`src/rtl/one_hot_ring_pkg.sv`:
```
// Shared definitions for the one-hot ring controller and its receive-side monitor.
package one_hot_ring_pkg;

    localparam int DEFAULT_RING_WIDTH = 3;
    localparam int MAX_RING_WIDTH     = 32;

    typedef enum logic [1:0] {
        ST_IDLE,
        ST_TRACK,
        ST_FAULT
    } ring_fsm_e;

    typedef enum logic [1:0] {
        CLS_ZERO,
        CLS_START,
        CLS_ONEHOT,
        CLS_ILLEGAL
    } sample_class_e;

    // Rotate the low `width` bits of value left by one; bits above width are returned as zero.
    function automatic logic [MAX_RING_WIDTH-1:0] rotate_left(
        input logic [MAX_RING_WIDTH-1:0] value,
        input int unsigned               width
    );
        logic [MAX_RING_WIDTH-1:0] mask;
        logic [MAX_RING_WIDTH-1:0] masked;
        mask   = (MAX_RING_WIDTH'(1'b1) << width) - 1'b1;
        masked = value & mask;
        return ((masked << 1) | (masked >> (width - 1))) & mask;
    endfunction

endpackage

```
`src/rtl/one_hot_ring_decoder.sv`:
```
// Combinational decode of a ring state vector into zero / one-hot flags and the hot bit index.
module one_hot_ring_decoder
    import one_hot_ring_pkg::*;
#(
    parameter  int RING_WIDTH = DEFAULT_RING_WIDTH,
    localparam int IDX_WIDTH  = (RING_WIDTH > 1) ? $clog2(RING_WIDTH) : 1
) (
    input  logic [RING_WIDTH-1:0] ring_state,
    output logic                  is_zero,
    output logic                  is_onehot,
    output logic [IDX_WIDTH-1:0]  hot_idx
);

    assign is_zero   = (ring_state == '0);
    // Clearing the lowest set bit leaves zero only when exactly one bit was set.
    assign is_onehot = !is_zero && ((ring_state & (ring_state - 1'b1)) == '0);

    // NOTE: every variable written in always_comb gets a default first, so no latch is inferred.
    always_comb begin
        hot_idx = '0;
        for (int i = 0; i < RING_WIDTH; i++) begin
            if (ring_state[i]) begin
                hot_idx = IDX_WIDTH'(i);
            end
        end
    end

endmodule

```
`src/rtl/one_hot_ring_monitor.sv`:
```
// Receive-side checker for the one-hot ring: tracks phase, counts laps, flags illegal patterns and moves.
module one_hot_ring_monitor
    import one_hot_ring_pkg::*;
#(
    parameter  int RING_WIDTH = DEFAULT_RING_WIDTH,
    parameter  int LAP_WIDTH  = 8,
    parameter  int ERR_WIDTH  = 8,
    localparam int IDX_WIDTH  = (RING_WIDTH > 1) ? $clog2(RING_WIDTH) : 1
) (
    input  logic                  clk,
    input  logic                  reset,
    input  logic [RING_WIDTH-1:0] ring_state,
    input  logic                  err_clear,
    output logic                  phase_valid,
    output logic [IDX_WIDTH-1:0]  phase_idx,
    output logic                  lap_pulse,
    output logic [LAP_WIDTH-1:0]  lap_count,
    output logic                  seq_error,
    output logic                  error_sticky,
    output logic [ERR_WIDTH-1:0]  err_count
);

    localparam logic [IDX_WIDTH-1:0] LAST_IDX = IDX_WIDTH'(RING_WIDTH - 1);

    ring_fsm_e                 state_q, state_d;
    sample_class_e             sample_class;
    logic                      is_zero, is_onehot;
    logic [IDX_WIDTH-1:0]      hot_idx;
    logic [IDX_WIDTH-1:0]      phase_idx_d;
    logic                      lap_d;
    logic                      err_event;
    logic [MAX_RING_WIDTH-1:0] expected_next;

    one_hot_ring_decoder #(
        .RING_WIDTH (RING_WIDTH)
    ) u_decoder (
        .ring_state (ring_state),
        .is_zero    (is_zero),
        .is_onehot  (is_onehot),
        .hot_idx    (hot_idx)
    );

    always_comb begin
        if (is_zero) begin
            sample_class = CLS_ZERO;
        end else if (!is_onehot) begin
            sample_class = CLS_ILLEGAL;
        end else if (hot_idx == '0) begin
            sample_class = CLS_START;
        end else begin
            sample_class = CLS_ONEHOT;
        end
    end

    // The only legal advance from phase p is the ring pattern for p rotated by one stage.
    assign expected_next = rotate_left(MAX_RING_WIDTH'(1'b1) << phase_idx, RING_WIDTH);

    always_comb begin
        state_d     = state_q;
        phase_idx_d = phase_idx;
        lap_d       = 1'b0;
        err_event   = 1'b0;
        unique case (state_q)
            ST_IDLE: begin
                if (sample_class == CLS_START) begin
                    state_d     = ST_TRACK;
                    phase_idx_d = '0;
                end else if (sample_class != CLS_ZERO) begin
                    state_d   = ST_FAULT;
                    err_event = 1'b1;
                end
            end
            ST_TRACK: begin
                if (sample_class == CLS_ZERO) begin
                    state_d = ST_IDLE;
                end else if (sample_class == CLS_START) begin
                    // Wrapping from the last stage is a lap; an early START is a re-initialize.
                    phase_idx_d = '0;
                    lap_d       = (phase_idx == LAST_IDX);
                end else if (ring_state == expected_next[RING_WIDTH-1:0]) begin
                    phase_idx_d = hot_idx;
                end else begin
                    state_d   = ST_FAULT;
                    err_event = 1'b1;
                end
            end
            ST_FAULT: begin
                if (sample_class == CLS_ZERO) begin
                    state_d = ST_IDLE;
                end else if (sample_class == CLS_START) begin
                    state_d     = ST_TRACK;
                    phase_idx_d = '0;
                end
            end
            default: begin
                state_d = ST_IDLE;
            end
        endcase
    end

    // NOTE: sequential state uses non-blocking assignments so every register samples pre-edge values.
    always_ff @(posedge clk) begin
        if (reset) begin
            state_q <= ST_IDLE;
        end else begin
            state_q <= state_d;
        end
    end

    always_ff @(posedge clk) begin
        if (reset) begin
            phase_valid  <= 1'b0;
            phase_idx    <= '0;
            lap_pulse    <= 1'b0;
            lap_count    <= '0;
            seq_error    <= 1'b0;
            error_sticky <= 1'b0;
            err_count    <= '0;
        end else begin
            phase_valid <= (state_d == ST_TRACK);
            phase_idx   <= phase_idx_d;
            lap_pulse   <= lap_d;
            seq_error   <= err_event;
            if (lap_d) begin
                lap_count <= lap_count + 1'b1;
            end
            // A coincident error overrides err_clear so the new event is never lost.
            if (err_event) begin
                error_sticky <= 1'b1;
                if (err_clear) begin
                    err_count <= ERR_WIDTH'(1);
                end else if (err_count != '1) begin
                    err_count <= err_count + 1'b1;
                end
            end else if (err_clear) begin
                error_sticky <= 1'b0;
                err_count    <= '0;
            end
        end
    end

endmodule

```
`config.mk`:
```
export PLATFORM = sky130hd
export DESIGN_NAME = one_hot_ring_monitor
export DESIGN_NICKNAME = d
export VERILOG_FILES = /design/src/rtl/one_hot_ring_pkg.sv /design/src/rtl/one_hot_ring_decoder.sv /design/src/rtl/one_hot_ring_monitor.sv
export SDC_FILE = /design/constraint.sdc
export NUM_CORES = 1
export LEC_CHECK = 0
export ABC_CLOCK_PERIOD_IN_PS = 5300
export CAP_MARGIN = 25
export CORE_MARGIN = 2
export CORE_UTILIZATION = 34
export CTS_BUF_LIST = sky130_fd_sc_hd__clkbuf_4 sky130_fd_sc_hd__clkbuf_8
export CTS_CLUSTER_DIAMETER = 60
export DETAILED_ROUTE_END_ITERATION = 16
export GPL_TIMING_DRIVEN = 0
export SETUP_SLACK_MARGIN = 0.15
export SLEW_MARGIN = 0
export SYNTH_ARGS = -nofsm -noshare
export SYNTH_HDL_FRONTEND = slang
export SYNTH_SLANG_ARGS = --single-unit
```
`constraint.sdc`:
```
create_clock -name clk -period 5.3 [get_ports clk]
set_clock_uncertainty 0.2 [all_clocks]
set_input_delay 1.06 -clock clk [delete_from_list [all_inputs] [get_ports clk]]
set_output_delay 1.06 -clock clk [all_outputs]
set_load 0.01 [all_outputs]
```
==> out/results.txt <==
Status - completed
Tmin final - 2917 ps
Unrepaired setup endpoints after global routing - false
Cell Chain, Critical Path - clkdlybuf4s50_1, mux2i_1, a211o_1, buf_2, o311ai_0, o41ai_1
Placer congestion estimate - 0.8224
Required @ worst endpoint - 5310 ps
Hold Crit Class - reg -> reg
Worst-path clk slew - 140 ps
Slowest CP cell - clkdlybuf4s50_1
Async SR Flop Fraction - 0%
Vias per cell - 5.202
Post-CTS setup buffer count - 0
Worst Tran Pin Value - 539.6 ps
Syn-to-layout area delta - 31.05%
I/O pin total - 28
H-tree Lvls - 1
Synth top area share - 42.43%
Register area share after synthesis - 42.43%
GRT Total Usage - 15.32%
Post-Route Setup TNS - 0 ps
Commonest non-fill, non-tap cell in the layout - clkdlybuf4s50_1
DRT Pass-1 Iters - 4
Iteration-0 DRC Markers - 50
CTS sink cnt - 24
Synthesized area per cell - 8.778 um2
Overflow left after global routing - 0
Post_cts resized - 0
Mapped cell area - 0.001132 mm2
Max-Slew Margin vs Limit - 63.87%
Antenna-violating nets left - 0
WP data arrival - 2930 ps
Crit path launch type - primary input
Die height - 61.71 um
Avg WL per Cell - 12.64 um
Final setup fails - 0
Detailed-route via count - 1056
Max clock buf depth - 2
Count of cell types in the netlist - 36
Cells after Synth - 129
Crit end category - flip-flop
Seq cells post-synth - 24
Design Power - 0.0003162 W
Synth Flop Type - dfxtp_1
Layout cells sized above 1 - 5.660%
Die area - 0.003808 mm2
Hold-fix buffers, CTS - 0
Max Freq - 0.3428 GHz
Max incr delay on CP - 570 ps
Number of global-route vias before repair - 944
VDD IR max - 112.5 uV
PD cells - 213.1 mW/mm2
Fin. max-slew vios - 0
Worst setup path class - in -> reg
MaxCap Viol Count - 0
Drt total wl - 2566 um
Crit-path max FO - 10
Yosys Warn Count - 0
Top post-synthesis cells by area - dfxtp_1, a21oi_1, xor2_1
Largest net degree at the start of global routing - 14
Number of flops mapped to enable cells by yosys - 0
Die Width - 61.71 um
Initial antenna violation count - 0
Row count - 20
Placeable Area - 0.003103 mm2
CTS root buf - clkbuf_4
Synth Net Count - 137
Filler instances - 330
Final HPWL DP - 1905 um
Leak Pwr - 0.4967 nW
Period utilization - 55.05%
Worst-skew pair later-pin latency - 320 ps
Final nets - 168
Most frequent cells in the layout - clkdlybuf4s50_1, dfxtp_1, a21oi_1
N_diodes - 0
First-pass GRT wire length - 4257 um
Post-synth top area cell - dfxtp_1
Starting density of the core - 36.49%
Num CTS Buffers - 3
Hold Violations, Final - 0
CTS tree - yes
DRC violations left - 0
PortBufs - 26
critical path, delay by kind of cell:
kind,cells,cell delay [ps]
AO/OA/AOI/OAI,3,930
multiplexers,1,160
buffers and inverters,2,780
final timing paths:
kind	start	endpoint	slack, ps	cells after the start
worst max-delay path	ring_state[1]	err_count[2]$_SDFFE_PP0P_	2380	6
worst min-delay path	error_sticky$_SDFFE_PP0P_	error_sticky$_SDFFE_PP0P_	280	2
worst max register to register	phase_idx[0]$_SDFFE_PP0P_	err_count[2]$_SDFFE_PP0P_	3210	5
worst min register to register	error_sticky$_SDFFE_PP0P_	error_sticky$_SDFFE_PP0P_	280	2
cell usage after synthesis (3+ instances only):
cell / instances
or3_1: 4
and2_1: 3
inv_1: 3
or4_1: 3
o21ai_0: 5
nand3_1: 8
xor2_1: 5
nor2_1: 10
clkbuf_1: 3
dfxtp_1: 24
nand2_1: 11
mux2i_1: 3
a21oi_1: 12
o41ai_1: 3
nand4_1: 4
where the power goes:
group | switching, W | total (W) | internal [W]
logic | 0.0000157 | 0.0000285 | 0.0000128
registers | 0.00000244 | 0.000186 | 0.000184
clock network | 0.0000595 | 0.000102 | 0.0000421
cells by family (layout without fill, tap and decap cells):
logic type,Yosys count,in the layout,synth area share [%]
fa+ha+maj,2,2,2.210
xor+xnor,5,5,3.867
compound gates,28,28,15.69
flops,24,24,42.43
simple gates,59,59,30.28
buf+inv,8,38,2.872
mux,3,3,2.652
layout make-up:
cell class	instances	area [um2]	area share [%]
sequential	24	480.5	32.38
tap	44	55.05	3.710
multi-input combinational	97	619.3	41.74
inverter	3	11.26	0.7589
buffer	5	21.27	1.433
timing repair buffer	26	260.3	17.54
clock buffer	4	36.28	2.445
metal layers:
metal | share of wire [%] | global-route usage [%] | up-vias
met4 | 1.6 | 6.383 | 0
met5 | 0 | 0 | -
li1 | - | - | 538
met2 | 47 | 23.61 | 19
met1 | 49 | 21.33 | 494
met3 | 2.8 | 2.484 | 5
state kept, by name, summed over array words and instances (netlist names):
register / flops
lap_count: 8
error_sticky: 1
state_q: 2
phase_idx: 2
err_count: 8
lap_pulse: 1
seq_error: 1
phase_valid: 1
through the flow:
stage                     utilization [%]  cells  hold slack (ps)  setup slack [ps]  cell area [um2]
after floorplan                         -    129            293.4              2741             1132
after global placement              46.65    199            261.6              2156             1448
after detailed placement            46.65    199            270.7              2081             1448
after CTS                           47.82    203            290.5              2427             1484
after global routing                47.82    203            318.7              2288             1484
final                               47.82    203            284.0              2383             1484
Power figures use the tool's default switching activity.
==> RTL change 1: new RTL, same settings <==
Encoding of `ring_fsm_e`: now one-hot (3 bits for 3 states).
--- a/src/rtl/one_hot_ring_pkg.sv
+++ b/src/rtl/one_hot_ring_pkg.sv
@@ -4,10 +4,10 @@
     localparam int DEFAULT_RING_WIDTH = 3;
     localparam int MAX_RING_WIDTH     = 32;
 
-    typedef enum logic [1:0] {
-        ST_IDLE,
-        ST_TRACK,
-        ST_FAULT
+    typedef enum logic [2:0] {
+        ST_IDLE  = 3'b001,
+        ST_TRACK = 3'b010,
+        ST_FAULT = 3'b100
     } ring_fsm_e;
 
     typedef enum logic [1:0] {
Behaviour: no difference found for any inputs over 10 cycles, from zero or initial values and one cycle with reset high; not proved beyond that.
==> RTL change 1 against the unedited design <==
Sequential cell count grew 1. Global-route usage shrank 1.2 points. Synthesized area grew 9.3%. Non-clock buffer count is the same. Synthesized cell count grew 6.2%. Routed wire length grew 3.9%. Core utilization shrank 1.4 points. Via count grew 5.4%. Final area grew 6.8%. Setup slack lost 120 ps. Critical path type unchanged. Largest cell class unchanged.
Power is not compared: it rests on default switching activity, and its combinational part moved more than twofold at a synthesized area within 25%.
==> RTL change 1: results (changes against the unedited design) <==
Largest regs err_count x8, lap_count x8, state_q x3; routability cong. 0.752 (-8.6%); initial antenna violation count 0 (unchanged); Final nets 176 (+4.8%); clock buffer depth 2 (unchanged); grt met2 use 24.9% (+1.3 points); Seq/total area 31.6% (-0.81 points); dominant cells by area after synthesis dfxtp_1 40%, nor2_1 5.5%, xor2_1 3.5%; DP Wirelength 2050 um (+7.4%); DR vias 1113 (+5.4%); Max FO, Critical Path 6 (-4); final WL 2670 um (+3.9%); pre-CTS setup slack 1950 ps (-135 ps); CP peak stage delay 610 ps (+40 ps); met3 routed WL 93 um (+27%); arrival time at the worst endpoint 3060 ps (+130 ps); status finished, final reports clean; synth unique cells 42 (+17%); WHS 292 ps (+7.54 ps); WL per Instance 12.5 um (-0.94%); clk slew on worst S/H paths 140 ps (about the same); sequential-to-total area share from yosys stat 40.4% (-2.0 points); Inserted Diodes 0 (unchanged); DR iter-0 viols 64 (+28%); met1 wire length 1250 um (+0.24%); invs w/o clock 0 (-3); Inserted Clock Buffers 3 (unchanged); Layout fillers 342 (+3.6%); post-route minimum period 3030 ps (+117 ps); layout cells sized above 1 12.0% (+6.3 points); synth cell count leaders 25 x dfxtp_1, 18 x nor2_1, 10 x nand2_1; sequential cell count 25 (+4.2%); Syn. warnings 0 (unchanged); P_comb between 50 and 60 uW; Critical Path End phase_idx[0]$_SDFFE_PP0P_; met2 wire len 1310 um (+8.7%); NonClk Buf Share 18.3% (-0.66 points); Placed Cells 209 (+5.0%); RR Endpoint lap_count[5]$_SDFFE_PP0P_; worst reg2reg path startpoint state_q[2]$_SDFF_PP0_; Syn Nets 145 (+5.8%); core region area 3420 um2 (+10%); measured slew at the worst slew-check pin 498 ps (-41.8 ps); Multi-In Gates 107 (+10%); GRT met3 Usage 2.11% (-0.37 points); area post-placement 1560 um2 (+7.4%); clk pwr 89.9 uW; P_int 258 uW; CTS Root Cell clkbuf_4; multi-input logic portion of the cell area 44.6% (+2.9 points); Port Buffers 26 (unchanged); Sequential cell area 500 um2 (+4.2%); met1 GRT Util 17.7% (-3.7 points); Tot GR Track Use 14.1% (-1.2 points); Clk Latency, worst-skew pair 310 ps; Cells after Synth 137 (+6.2%); Clock buf/inv share 1.89% (-0.55 points); Worst R2R Setup Slack 3110 ps (-100 ps); first-pass GRT wire length 4730 um (+11%)
-- RTL change 1: cell count changes after synthesis, sizes merged, moves of 3 or more --
cell / unedited run / this run
nor2: 10 / 20
nor3: 0 / 5
and2: 3 / 0
inv: 3 / 0
a21oi: 12 / 8
xnor2: 0 / 3
nand3: 8 / 3
-- RTL change 1: worst min path at each step --
stage                           endpoint  cells past startpoint
6_report       error_sticky$_SDFFE_PP0P_                      2
5_1_grt        error_sticky$_SDFFE_PP0P_                      2
4_1_cts        error_sticky$_SDFFE_PP0P_                      2
3_5_place_dp   error_sticky$_SDFFE_PP0P_                      2
3_3_place_gp   error_sticky$_SDFFE_PP0P_                      2
2_1_floorplan  error_sticky$_SDFFE_PP0P_                      2
-- RTL change 1: cells by family after synthesis --
group	share of synthesized area, %
simple gates	32.3
compound gates	15.6
buf+inv	2.43
flops	40.4
mux	1.62
xor+xnor	5.66
fa+ha+maj	2.02
-- RTL change 1: critical path: cells and delay by family --
family	cells	cell delay [ps]
compound gates	2	670
buf+inv	1	610
simple gates	3	720
==> RTL change 2: new RTL, same flow settings <==
Made on the original files. Change the parameter `ERR_WIDTH` from 8 to 6.
--- a/src/rtl/one_hot_ring_monitor.sv
+++ b/src/rtl/one_hot_ring_monitor.sv
@@ -4,7 +4,7 @@
 #(
     parameter  int RING_WIDTH = DEFAULT_RING_WIDTH,
     parameter  int LAP_WIDTH  = 8,
-    parameter  int ERR_WIDTH  = 8,
+    parameter  int ERR_WIDTH  = 6,
     localparam int IDX_WIDTH  = (RING_WIDTH > 1) ? $clog2(RING_WIDTH) : 1
 ) (
     input  logic                  clk,
Ports: changed (resized err_count); port bits go from 28 to 26. The function was not compared with the original's and may differ.
==> RTL change 2 against the unedited design <==
Routed wire length down 14%. Final area shrank 6.9%. Synthesized area fell by 7.5%. Sequential cell count is 2 lower. Power grew 4.8%. Register-to-register slack better by 230 ps. Setup slack better by 200 ps. Count of clock-buffer cells in the layout is 1 lower.
==> RTL change 2: results (changes against the unedited design) <==
Hold Path Stages 2 (unchanged); DP Wirelength 1620 um (-15%); synth cell count leaders 22 x dfxtp_1, 13 x nor2_1, 7 x a21oi_1; post_cts resized 0 (unchanged); Critical Path End err_count[3]$_SDFFE_PP0P_; synth unique cells 40 (+11%); vias in the first global route 828 (-12%); CP startpoint ring_state[2]; Inserted Diodes 0 (unchanged); Port Buffers 24 (-7.7%); Worst R2R Setup Slack 3440 ps (+230 ps); post-CTS setup buffers 0 (unchanged); Largest regs lap_count x8, err_count x6; Tot GR Track Use 13.7% (-1.6 points); Hold Crit Start error_sticky$_SDFFE_PP0P_; DR iter-0 viols 24 (-52%); Final nets 152 (-9.5%); DR vias/cell 5.48 (+5.3%); status finished, final reports clean; sequential-to-total area share from yosys stat 42.1% (-0.38 points); dominant cells by area after synthesis dfxtp_1 42%, xnor2_1 5.0%, nor2_1 4.7%; worst reg2reg path startpoint err_count[0]$_SDFFE_PP0P_; Leakage 0.000452 uW (-8.9%); Max FO, Critical Path 7 (-3); measured slew at the worst slew-check pin 553 ps (+13.3 ps); CP peak stage delay 600 ps (+30 ps); Max VDD drop 124 uV (+11%)
==> RTL change 2: logic make-up (layout without fill, tap and decap cells) <==
kind of cell               count (synthesis)  after routing  synth area share, %
buffers and inverters                      5             33                 2.51
adders and majority gates                  2              2                 2.39
DFF                                       22             22                 42.1
and+or+nand+nor                           52             52                 27.6
muxes                                      1              1                0.956
AOI/OAI and AO/OA                         26             26                 18.6
xor gates and xnor gates                   7              7                 5.85
==> RTL change 2: stage by stage <==
step / hold WS [ps] / area [um2] / worst slack [ps] / std cells
after floorplan: 293 / 1050 / 2890 / 115
after global placement: 265 / 1330 / 2230 / 172
after detailed placement: 269 / 1330 / 2230 / 172
after CTS: 287 / 1380 / 2580 / 176
after global routing: 302 / 1380 / 2430 / 176
final: 292 / 1380 / 2580 / 176
==> RTL change 2: layout make-up <==
cell class | instances | area, um2
timing repair buffer | 24 | 240
tap | 33 | 41.3
clock buffer | 3 | 22.5
sequential | 22 | 440
multi-input combinational | 88 | 581
buffer | 3 | 18.8
fill | 300 | 1620
inverter | 2 | 7.51
clock inverter | 1 | 30.0
==> RTL change 2: layer usage <==
layer	global-route usage [%]	up-vias	wire (um)
met5	0	-	0
met3	4.59	4	110
met1	17.5	452	1040
li1	-	483	-
met4	3.81	0	21
met2	22.1	25	1050
==> RTL change 2: worst reg2reg max path, stage by stage (launching register included) <==
cell and delay, ps:
dfxtp_1 370, ha_1 260, inv_1 90, o21ai_0 220, or4_1 520, a21oi_1 140
==> RTL change 2: power by group <==
| group | switching, uW | internal, uW | leakage [uW] |
|---|---|---|---|
| clock network | 56.4 | 76.5 | 0.0000279 |
| logic | 13.9 | 13.6 | 0.000246 |
| registers | 2.59 | 168 | 0.000179 |
